## config.mk

```make
export PLATFORM = sky130hd
export DESIGN_NAME = stack_frame_register
export DESIGN_NICKNAME = d
export VERILOG_FILES = /design/src/rtl/stack_frame_register.sv
export SDC_FILE = /design/constraint.sdc
export NUM_CORES = 1
export LEC_CHECK = 0
export BUFFER_PORTS_ARGS = -buffer_cell sky130_fd_sc_hd__buf_2
export CAP_MARGIN = 20
export CORE_MARGIN = 3
export CORE_UTILIZATION = 61
export CTS_CLUSTER_SIZE = 20
export DETAILED_ROUTE_END_ITERATION = 10
export GPL_ROUTABILITY_DRIVEN = 1
export PLACE_DENSITY = 0.89
export SLEW_MARGIN = 20
export SYNTH_ARGS = -nofsm -noshare
export SYNTH_HDL_FRONTEND = slang
export SYNTH_SLANG_ARGS = --single-unit
export TNS_END_PERCENT = 5
```

## constraint.sdc

```tcl
create_clock -name clock -period 4.2 [get_ports clock]
set_clock_uncertainty 0.2 [all_clocks]
set_input_delay 0.42 -clock clock [delete_from_list [all_inputs] [get_ports clock]]
set_output_delay 0.42 -clock clock [all_outputs]
set_load 0.005 [all_outputs]
```

## src/rtl/stack_frame_register.sv

```systemverilog
//------------------------------------------------------------------------------
// Module      : stack_frame_register
// Description : Parametrised hardware stack with stack-pointer and
//               base-pointer registers, single-cycle push/pop/pointer loads,
//               two-cycle ENTER/LEAVE frame operations and a sticky error flag.
// Revision    : 1.0 - initial release
//------------------------------------------------------------------------------
`default_nettype none

module stack_frame_register #(
    parameter int WIDTH = 16,
    parameter int DEPTH = 16
) (
    input  logic                       clock,
    input  logic                       reset,
    input  logic [2:0]                 op,
    input  logic [WIDTH-1:0]           writeData,
    output logic [WIDTH-1:0]           data,
    output logic [$clog2(DEPTH):0]     stackPointer,
    output logic [$clog2(DEPTH):0]     basePointer,
    output logic                       full,
    output logic                       empty,
    output logic                       busy,
    output logic                       error
);

    localparam int AW = $clog2(DEPTH);

    localparam logic [2:0] c_OP_NOP    = 3'd0;
    localparam logic [2:0] c_OP_PUSH   = 3'd1;
    localparam logic [2:0] c_OP_POP    = 3'd2;
    localparam logic [2:0] c_OP_LOADSP = 3'd3;
    localparam logic [2:0] c_OP_LOADBP = 3'd4;
    localparam logic [2:0] c_OP_ENTER  = 3'd5;
    localparam logic [2:0] c_OP_LEAVE  = 3'd6;
    localparam logic [2:0] c_OP_CLRERR = 3'd7;

    localparam logic [AW:0] c_ONE   = (AW+1)'(1);
    localparam logic [AW:0] c_ZERO  = '0;
    localparam logic [AW:0] c_DEPTH = (AW+1)'(DEPTH);

    typedef enum logic [1:0] {
        S_IDLE   = 2'd0,
        S_ENTER2 = 2'd1,
        S_LEAVE2 = 2'd2
    } state_t;

    state_t             r_state;
    logic [AW:0]        r_sp;
    logic [AW:0]        r_bp;
    logic               r_err;
    logic [WIDTH-1:0]   r_mem [DEPTH];

    logic               w_full;
    logic               w_empty;
    logic               w_idle;
    logic [AW:0]        w_sp_m1;
    logic [AW-1:0]      w_top_idx;
    logic [WIDTH-1:0]   w_top_word;
    logic [AW:0]        w_wd_ptr;
    logic               w_wd_ok;
    logic               w_mem_we;
    logic [WIDTH-1:0]   w_mem_wdata;

    // Pointer decode and top-of-stack read (index SP-1, valid only when not empty)
    always_comb begin
        w_full      = (r_sp == c_DEPTH);
        w_empty     = (r_sp == c_ZERO);
        w_idle      = (r_state == S_IDLE);
        w_sp_m1     = r_sp - c_ONE;
        w_top_idx   = w_sp_m1[AW-1:0];
        w_top_word  = r_mem[w_top_idx];
        w_wd_ptr    = writeData[AW:0];
        w_wd_ok     = (w_wd_ptr <= c_DEPTH);
        // Both PUSH and ENTER cycle 1 store one word at mem[SP] when not full
        w_mem_we    = w_idle && !w_full && ((op == c_OP_PUSH) || (op == c_OP_ENTER));
        w_mem_wdata = (op == c_OP_ENTER) ? WIDTH'(r_bp) : writeData;
    end

    // Stack storage: deliberately not reset; stale words are hidden by the empty check
    always_ff @(posedge clock) begin
        if (reset && w_mem_we) begin
            r_mem[r_sp[AW-1:0]] <= w_mem_wdata;
        end
    end

    // Control FSM, pointer registers and sticky error flag
    always_ff @(posedge clock or negedge reset) begin
        if (!reset) begin
            r_state <= S_IDLE;
            r_sp    <= c_ZERO;
            r_bp    <= c_ZERO;
            r_err   <= 1'b0;
        end else begin
            case (r_state)
                S_ENTER2: begin
                    // SP already points just above the saved BP slot
                    r_bp    <= r_sp;
                    r_state <= S_IDLE;
                end
                S_LEAVE2: begin
                    // SP == old BP (non-zero), so mem[SP-1] holds the saved BP
                    r_bp    <= w_top_word[AW:0];
                    r_sp    <= w_sp_m1;
                    r_state <= S_IDLE;
                end
                default: begin
                    r_state <= S_IDLE;
                    case (op)
                        c_OP_PUSH: begin
                            if (w_full) r_err <= 1'b1;
                            else        r_sp  <= r_sp + c_ONE;
                        end
                        c_OP_POP: begin
                            if (w_empty) r_err <= 1'b1;
                            else         r_sp  <= w_sp_m1;
                        end
                        c_OP_LOADSP: begin
                            if (w_wd_ok) r_sp  <= w_wd_ptr;
                            else         r_err <= 1'b1;
                        end
                        c_OP_LOADBP: begin
                            if (w_wd_ok) r_bp  <= w_wd_ptr;
                            else         r_err <= 1'b1;
                        end
                        c_OP_ENTER: begin
                            if (w_full) begin
                                r_err <= 1'b1;
                            end else begin
                                r_sp    <= r_sp + c_ONE;
                                r_state <= S_ENTER2;
                            end
                        end
                        c_OP_LEAVE: begin
                            if (r_bp == c_ZERO) begin
                                r_err <= 1'b1;
                            end else begin
                                r_sp    <= r_bp;
                                r_state <= S_LEAVE2;
                            end
                        end
                        c_OP_CLRERR: r_err <= 1'b0;
                        c_OP_NOP:    ;
                        default:     ;
                    endcase
                end
            endcase
        end
    end

    // Output decode from registered state
    always_comb begin
        data         = w_empty ? '0 : w_top_word;
        stackPointer = r_sp;
        basePointer  = r_bp;
        full         = w_full;
        empty        = w_empty;
        busy         = !w_idle;
        error        = r_err;
    end

endmodule

`default_nettype wire

```

# After elaboration in Yosys (flattened, before gate mapping)
# Memories as Yosys holds them, arrays and structs flattened.
# Index checks and enable logic that the tools add are counted.
# Widths: inputs -> output; s select.
totals:
  output_inout_bits: 30
  in_bits: 21
  register_bits: 13
  memories: 1
  ramBits: 256
classes:
  add_sub_neg: 2
  mux: 21
  reduce_logical: 19
  eq_ne: 18
  n_bitwise: 2
  n_lt_le_gt_ge: 1
memory_table:
  columns: ["memory", "words", "word_bits", "read_ports", "rd_clocked_by_memory_dff", "write_ports", "line_no", "source"]
  rows:
  - ["r_mem", 16, 16, 1, 0, 1, "52", "logic [WIDTH-1:0] r_mem [DEPTH];"]
ops:
  columns: ["op", "n"]
  rows:
  - ["$mux 16", 2]
  - ["$mux 5", 5]
  - ["$pmux 5 s2", 2]
  - ["$pmux 5 s4", 1]
  - ["$eq 3x3->1 const B", 4]
  - ["$reduce_and 6->1", 2]
  - ["$logic_not 5->1", 2]
  - ["$reduce_bool 5->1", 2]
  - ["$mux 1", 7]
  - ["$eq 3x2->1 const B", 2]
  - ["$ne 2x2->1 const B", 3]
  - ["$ne 3x2->1 const B", 2]
  - ["$ne 3x3->1 const B", 2]
  - ["$reduce_bool 3->1", 2]
  - ["$reduce_or 2->1", 3]
  - ["$add 5x1->5 const B", 1]
  - ["$eq 5x5->1 const B", 1]
  - ["$le 5x5->1 const B", 1]
  - ["$pmux 1 s5", 1]
  - ["$sub 5x1->5 const B", 1]
  - ["$mux 2", 2]
  - ["$pmux 2 s2", 1]
  - ["$eq 3x1->1 const B", 1]
  - ["$logic_and 1x1->1", 3]
  - ["8 further kinds", 10]

# Longest topological paths before layout
# Gate-level depths: netlist of run 1.
logic_depth:
  word_depth: 7
  mapped_depth: 12
  ltp_nobuf: 7

# Least setup slack after synthesis of run 1
# OpenSTA, ideal clock, no wires.
synth_path:
  kind: "register to register"
  startpoint: "reg r_sp[0], in the netlist stackPointer[0]"
  endpoint: "mem r_mem[0][0], enable pin"
  path_stages_with_launch: 11
  period_less_slack_ps: 3823
  path_slack_ps: 377
  t_arrival_ps: 3214
  path_buffers: 3
  cell_sequence: "dfrtp_1 buf_6 buf_6 buf_2 inv_1 ha_1 nor4bb_1 or2_2 nor2_1 nand2_1 nor3_1"
synth_via:
  elab_chain_len: 7
synth_rtl:
  columns: ["item", "line_no", "source"]
  rows:
  - ["from (decl)", "49", "logic [AW:0] r_sp;"]
  - ["from (signal assigned)", "91", "r_sp <= c_ZERO;"]
  - ["from (signal assigned)", "104", "r_sp <= w_sp_m1;"]
  - ["from (signal assigned)", "112", "else r_sp <= r_sp + c_ONE;"]
  - ["$eq 5x5->1", "67", "w_full = (r_sp == c_DEPTH);"]
  - ["via full", "21", "output logic full,"]
  - ["$logic_not 1->1", "76", "w_mem_we = w_idle && !w_full && ((op == c_OP_PUSH) || (op == c_OP_ENTER));"]
  - ["$logic_and 1x1->1 (2 in series)", "76", null]
  - ["$logic_and 1x1->1", "82", "if (reset && w_mem_we) begin"]
  - ["$mux 1", "82", null]
  - ["$mux 1 (implied by the code)", "83", "r_mem[r_sp[AW-1:0]] <= w_mem_wdata;"]
  - ["to (decl)", "52", null]
# The timed path passes the listed nets, and every way through them passes these cells.

# Worst setup path in the final report of run 1
layout_path:
  startpoint: "reg r_sp[0], in the netlist stackPointer[0]"
  endpoint: "out data[12]"
layout_via:
  elab_chain_len: 3
  elab_cells_between_ends: 4
  classes_between: "1 x add/sub; 1 x mux; 1 x reduce/logical; 1 x memory"
layout_rtl:
  columns: ["item", "line_no", "source"]
  rows:
  - ["$sub 5x1->5", "70", "w_sp_m1 = r_sp - c_ONE;"]
  - ["$mem_v2 16x16", null, null]
  - ["$mux 16 *", "153", "data = w_empty ? '0 : w_top_word;"]
  - ["to (decl)", "18", "output logic [WIDTH-1:0] data,"]
# Every way passes the cells marked *; elsewhere a longest branch is shown, timed or not.

==> metrics.md, run 1 <==
| Metric | Value |
|---|---|
| Post-Place Setup Slack | between 0.5 and 0.6 ns |
| Post-synth ARST share | 4.83% |
| P_leak | 4.47 nW |
| Net Switching | 3.42 mW |
| Post-CTS setup buffers | 0 |
| Fmax achieved | 0.249 GHz |
| Reg power frac | between 30 and 40% |
| Post-synthesis mux area share | approximately a tenth |
| Clock buffer depth | 3 |
| Fin area | 0.0129 mm2 |
| Hold Crit Start | writeData[4] |
| Syn_area_per_cell | between 15 and 20 um2 |
| Max Cap Viol | 0 |
| Final Max Tran Viols | 0 |
| CTS Sinks | 269 |
| Path type of the worst min-delay path | in2reg |
| Port-buffer cells | 50 |
| TritonCTS Buffers | 26 |
| Final setup fails | 0 |
| Rows | 48 |
| Largest net degree at the start of global routing | 57 |
| First-pass GRT wire length | 43800 um |
| Hold Path Stages | 3 |
| Drc violations | 0 |
| Vias in the first global route | 7305 |
| RR Endpoint | r_mem[15][9] |
| FILL cells | 897 |
| First-pass DRT Iterations | 6 |
| Register bit total from synthesis | 269 |
| Synth Area in XOR/XNOR | less than 1% |
| CP Class | reg2out |
| Worst setup margin | 0.176 ns |
| Netlist cell types | between 50 and 60 |
| Net count after synthesis | 742 |
| Comb power frac | ~40% |
| Tot GR Track Use | 29.2% |
| Ant. Diodes | 0 |
| Share of layout cells above drive strength 1 | 24.4% |
| Simple-Gate Fraction of Synth Area | 8.35% |
| GR Overflow Total | 0 |
| DR iter-0 viols | around 1.1k |
| RSZ-0062 raised after global routing | false |
| Number of I/O pins | 51 |
| Die H | about 140 um |
| Hold endpoint | basePointer[4] |
| Max-slew headroom | ~39% |
| Fin crit period | 4.02 ns |
| Worst Path Arrival | 3.40 ns |
| Clock power share | 26.7% |
| Reg2Reg Depth | 6 |
| Width of the die | 141 um |
| Post-synthesis sequential area ratio | 71.6% |
| Internal Power | 6.19 mW |
| CTS H-tree depth | 1 |
| CTS root buf | clkbuf_16 |
| Final Cycle Share | 95.8% |
| Post-synth EDFFs | 256 |
| Worst-margin pin slew | 0.918 ns |
| Worst r2r src | stackPointer[2] |
| Total wire length | 28900 um |
| Clk_lat worst skew | 0.53 ns |
| Final-stage net count | 822 |
| Syn Std Cell Area | 0.0112 mm2 |
| Die Area | between 0.015 and 0.02 mm2 |
| Largest family of logic cells by synthesized area | multiplexers |
| HPWL Detailed | about 17000 um |
| Mean number of vias per cell | between 7 and 8 |
| Worst EP required | 3.58 ns |
| Status | complete, no violations |
| Total power | 9.62 mW |
| Area Growth Syn to Fin | 15.0% |
| Clock tree from TritonCTS | yes |
| Maximum VDD drop | 0.000718 V |
| Initial antenna violation count | 0 |
| Main synth FF type | edfxtp_1 |
| Routed Antenna Nets | 0 |
| DR vias | 7307 |
| Adder-cell share of the synthesized area | 0.895% |
| Switching share of power | 35.6% |
| GPL Wtd Cong | 0.892 |
| Reg clk slew, reported paths | 0.07 ns |
| Worst Path Max Fanout | 21 |
| Starting Density | 63.6% |
| Crit end category | output port |
| Synth Instances | 713 |
| Placed Instance Area | between 0.01 and 0.015 mm2 |
| PD cells | 748 mW/mm2 |
| Final setup TNS | 0 ns |
| Yosys warning total | 0 |
| Setup slack, reg-to-reg | 0.83 ns |
| Crit start category | flip-flop |
| Final hold violations | 0 |
| Compound-Gate Fraction of Synth Area | 6.18% |
| DR WL/cell | roughly 28 um |
| Core Region | 0.0176 mm2 |
==> worst max-delay path, cell delays in order (launching register included) <==
cell,delay [ns]
dfrtp_4,0.48
inv_1,0.20
ha_1,0.52
xnor2_4,0.32
buf_4,0.33
nand2_1,0.11
a21oi_1,0.08
nor4_1,0.50
a21oi_1,0.16
buf_2,0.15
==> cell usage in the layout, fill, tap and decap left out, types with 5 or more instances in the layout <==
master     netlist  layout
nor4_1          11      11
edfxtp_1       256     256
clkinv_1         0       5
o21ai_0         22      22
clkbuf_16        0      27
mux4_2          49      49
bufinv_16        0       7
nand2_1        133     133
dfrtp_1         13      12
o21ai_1          8       8
ha_1             8       7
buf_4            0      38
and2_1          16      16
a21oi_1         60      60
nor2_1          19      19
inv_1           12      12
buf_2            7      50
==> kinds of logic after synthesis <==
group	count (synthesis)
xor+xnor	5
flops	269
simple gates	210
mux	55
compound gates	116
fa+ha+maj	8
buf+inv	50
==> area by class of cell <==
class	instances	area, um2	share of cell area, %
clock buffer	29	683	5.31
clock inverter	18	265	2.06
inverter	12	45.0	0.350
multi-input combinational	394	3010	23.4
sequential	269	8020	62.3
tap	225	282	2.19
timing repair buffer	90	557	4.33
==> sequential cells by signal (all words and copies together), names as in the netlist <==
name,flops
r_mem,256
basePointer,5
stackPointer,5
r_state,2
error,1
==> Yosys cell counts (all sizes together), types with 2 or more instances <==
library cell	n	share of area, %
mux4	49	9.9
a22o	2	0.16
nor4	11	0.62
inv	12	0.40
and2	16	0.90
o22ai	2	0.11
edfxtp	256	69
nand2b	4	0.22
a211oi	3	0.20
mux2	4	0.40
nand2	133	4.5
o31ai	2	0.13
o21ai	31	1.4
clkbuf	22	0.74
nor3b	2	0.13
xnor2	3	0.30
xor2	2	0.16
a21oi	60	2.7
nor2	20	0.69
dfrtp	13	2.9
or2	2	0.11
o32a	2	0.18
ha	8	0.90
buf	16	0.88
nor2b	3	0.17
and3	2	0.11
nor3	8	0.36
nand3	4	0.18
mux2i	2	0.18
==> power groups by stage <==
stage | Sequential (mW) | Clock [mW] | Combinational [mW]
floorplan | 3.18 | 0 | 2.44
global placement | 3.22 | 0 | 3.46
detailed placement | 3.24 | 0 | 3.63
CTS | 3.19 | 2.58 | 3.76
global route | 3.20 | 2.70 | 4.10
finish | 3.19 | 2.57 | 3.85
==> stage by stage <==
stage	hold slack (ns)	utilization (%)	cells
floorplan	-0.0756	-	713
global placement	0.128	67.6	989
detailed placement	0.133	67.6	989
CTS	0.0515	73.0	1037
global route	0.0754	73.1	1037
finish	0.0656	73.1	1037
==> per-layer routing <==
layer | GRT usage [%] | routed length, um | vias to the layer above
li1 | - | - | 2895
met1 | 39.1 | 9450 | 3565
met2 | 47.7 | 14300 | 696
met3 | 5.90 | 3750 | 151
met4 | 12.1 | 1430 | 0
met5 | 0 | 0 | -
==> timing repair <==
| action | CTS | global route |
|---|---|---|
| endpoints found under the setup margin | 0 | 10 |
| hold buffers | 1 | 0 |
| hold endpoints to repair | 13 | 0 |
| resized for setup | 0 | 2 |
==> worst max path at each step <==
stage / startpoint / end / slack (ns) / cells past startpoint
after floorplan: stackPointer[0] / r_mem[0][0] / 0.38 / 10
after global placement: stackPointer[0] / data[12] / 0.71 / 7
after detailed placement: stackPointer[0] / data[12] / 0.58 / 7
after CTS: stackPointer[0] / data[12] / 0.01 / 7
after global routing: stackPointer[1] / data[5] / 0.03 / 9
final: stackPointer[0] / data[12] / 0.18 / 9
Power figures use the tool's default switching activity.
==> inputs of run 2 (changes only) <==
- REMOVE_ABC_BUFFERS: unset -> 1
==> run 2 against run 1 <==
Compared with the run above:
- cell count fell by 1.2%
- non-clock buffer count fell by 12
- via count fell by 4.1%
- wire length fell by 4.9%
- global-route usage fell by 1.1 points
- flip-flop and latch count did not move
- fmax rose by 0.32%
- sequential power barely moved
- first-iteration DRC count fell by 3.3%
- critical endpoint is now data[7]
- highest routed layer unchanged
==> metrics.md, run 2 (synthesized netlist as in run 1, its figures left out) <==
| Metric | Value |
|---|---|
| DR WL/cell | 26.8 um (-3.8%) |
| CTS H-tree depth | 1 (unchanged) |
| Post-Place Setup Slack | 0.909 ns (+0.328 ns) |
| FILL cells | 993 (+11%) |
| Worst Path Arrival | 3.39 ns (about the same) |
| Fmax achieved | 0.249 GHz (+0.32%) |
| RR Endpoint | basePointer[0] |
| DR vias | 7007 (-4.1%) |
| Final Cycle Share | 95.5% (-0.31 points) |
| Clock tree from TritonCTS | yes |
| Status | complete, no violations |
| First-pass GRT wire length | 41900 um (-4.3%) |
| Crit path cell chain | inv_1, ha_2, buf_4, nand2_1, a21oi_1, nor4_1, a21oi_1, buf_2 |
| DR iter-0 viols | 1106 (-3.3%) |
| Hold Crit Start | writeData[4] |
| Maximum VDD drop | 0.000450 V (-37%) |
| Width of the die | 141 um (unchanged) |
| Post-route insts no fill | 1025 (-1.2%) |
| Worst setup margin | 0.189 ns (+0.0129 ns) |
| Max Cap Viol | 0 (unchanged) |
| Die Area | 0.0200 mm2 (unchanged) |
| CTS root buf | clkbuf_16 |
| Core Region | 0.0176 mm2 (unchanged) |
| Path type of the worst min-delay path | in2reg |
| Setup slack, reg-to-reg | 1.15 ns (+0.32 ns) |
| Most frequent CP cell | a21oi_1 |
| Routed Antenna Nets | 0 (unchanged) |
| Post-CTS setup buffers | 0 (unchanged) |
| Share of layout cells above drive strength 1 | 22.3% (-2.1 points) |
| Final-stage net count | 810 (-1.5%) |
| WP buf/inv | 3 (unchanged) |
| Tot GR Track Use | 28.1% (-1.1 points) |
| Total power | 8.96 mW (-6.8%) |
| Max reg flops | 256 (unchanged) |
| Drc violations | 0 (unchanged) |
| Worst r2r src | stackPointer[1] |
| Total wire length | 27500 um (-4.9%) |
| Reg2Reg Depth | 7 (+1) |
| Worst Path Max Fanout | 20 (-4.8%) |
| Fin crit period | 4.01 ns (-0.0129 ns) |
| GR Overflow Total | 0 (unchanged) |
| Hold endpoint | basePointer[4] |
| CTS Sinks | 269 (unchanged) |
| TritonCTS Buffers | 26 (unchanged) |
| CTS Hold Bufs | 1 (unchanged) |
| Number of I/O pins | 51 (unchanged) |
| Clock buffer depth | 3 (unchanged) |
| CP max stage delay | 0.67 ns (+0.15 ns) |
| Slowest stage cell, crit path | ha_2 |
| Die H | 141 um (unchanged) |
| CP Class | reg2out |
| Clk_lat worst skew | 0.53 ns (about the same) |
| Vias in the first global route | 7008 (-4.1%) |
| HPWL Detailed | 15100 um (-9.0%) |
| PD cells | 713 mW/mm2 (-4.6%) |
| Mean number of vias per cell | 6.84 (-3.0%) |
| Worst-margin pin slew | 1.02 ns (+0.0982 ns) |
| First-pass DRT Iterations | 5 (-1) |
| Ant. Diodes | 0 (unchanged) |
| Max-slew headroom | 31.8% (-6.8 points) |
| Hold Path Stages | 3 (unchanged) |
| Largest net degree at the start of global routing | 57 (unchanged) |
| Most frequent cells in the layout | edfxtp_1, nand2_1, a21oi_1, buf_2, mux4_2 |
| Dpl cells | 977 (-1.2%) |
| Commonest non-fill, non-tap cell in the layout | edfxtp_1 |
| Worst EP required | 3.58 ns (about the same) |
| Initial antenna violation count | 1 (+1) |
| P_leak | 4.30 nW (-3.7%) |
| Final setup fails | 0 (unchanged) |
| Starting Density | 63.6% (unchanged) |
| Crit end category | output port |
| Final hold violations | 0 (unchanged) |
| Final Max Tran Viols | 0 (unchanged) |
| Reg clk slew, reported paths | 0.06 ns (about the same) |
| Crit path max-delay family | buffers and inverters |
| Port-buffer cells | 50 (unchanged) |
| Crit start category | flip-flop |
| Area Growth Syn to Fin | 12.4% |
| Rows | 48 (unchanged) |
| RSZ-0062 raised after global routing | false |
| GPL Wtd Cong | 0.897 (+0.55%) |
| Post-cts sizing count | 0 (unchanged) |
[run 2: cell types whose count changed in the layout (fill, tap and decap cells not counted), sizes merged]
cell,previous run,this run
clkbuf,29,35
bufinv,7,0
buf,89,77
clkinv,9,10
[run 2: how the worst max path moves through the flow]
stage | startpoint | end | slack, ns | depth (start not counted)
finish | stackPointer[1] | data[7] | 0.19 | 8
global route | stackPointer[1] | data[11] | 0.05 | 8
CTS | stackPointer[1] | data[7] | 0.24 | 8
floorplan | stackPointer[0] | data[10] | -1.58 | 7
global placement | stackPointer[0] | data[2] | 0.97 | 5
detailed placement | stackPointer[0] | data[2] | 0.91 | 5
[run 2: layout make-up]
cell class | count | area [um2] | share of cell area, %
sequential | 269 | 8020 | 63.8
multi-input combinational | 394 | 3000 | 23.9
clock buffer | 35 | 684 | 5.45
timing repair buffer | 78 | 463 | 3.68
tap | 225 | 282 | 2.24
clock inverter | 12 | 70.1 | 0.558
inverter | 12 | 45.0 | 0.358
[run 2: worst min-delay path, delay by kind of cell]
| family | cells | cell delay [ns] |
|---|---|---|
| AO/OA/AOI/OAI | 2 | 0.22 |
| buffers and inverters | 1 | 0.11 |
[run 2: routing by layer]
layer  up-vias  routed length [um]  GRT usage, %
met5         -                   0             0
met4         0                1170          11.5
met3       110                2990          5.26
li1       2869                   -             -
met2       571               13800          46.5
met1      3457                9510          37.5
[run 2: power breakdown]
| group | switching, mW | internal (mW) | total [mW] |
|---|---|---|---|
| sequential | 0.113 | 3.07 | 3.18 |
| clock | 0.943 | 1.15 | 2.09 |
| combinational | 2.20 | 1.49 | 3.69 |
[run 2: through the flow]
| stage | hold slack (ns) | cell area (um2) | setup TNS (ns) | utilization (%) |
|---|---|---|---|---|
| 2_1_floorplan | -0.0756 | 11000 | -229.67 | - |
| 3_3_place_gp | 0.140 | 11800 | 0 | 67.1 |
| 3_5_place_dp | 0.137 | 11800 | 0 | 67.1 |
| 4_1_cts | 0.0467 | 12600 | 0 | 71.4 |
| 5_1_grt | 0.0913 | 12600 | 0 | 71.4 |
| 6_report | 0.0636 | 12600 | 0 | 71.4 |
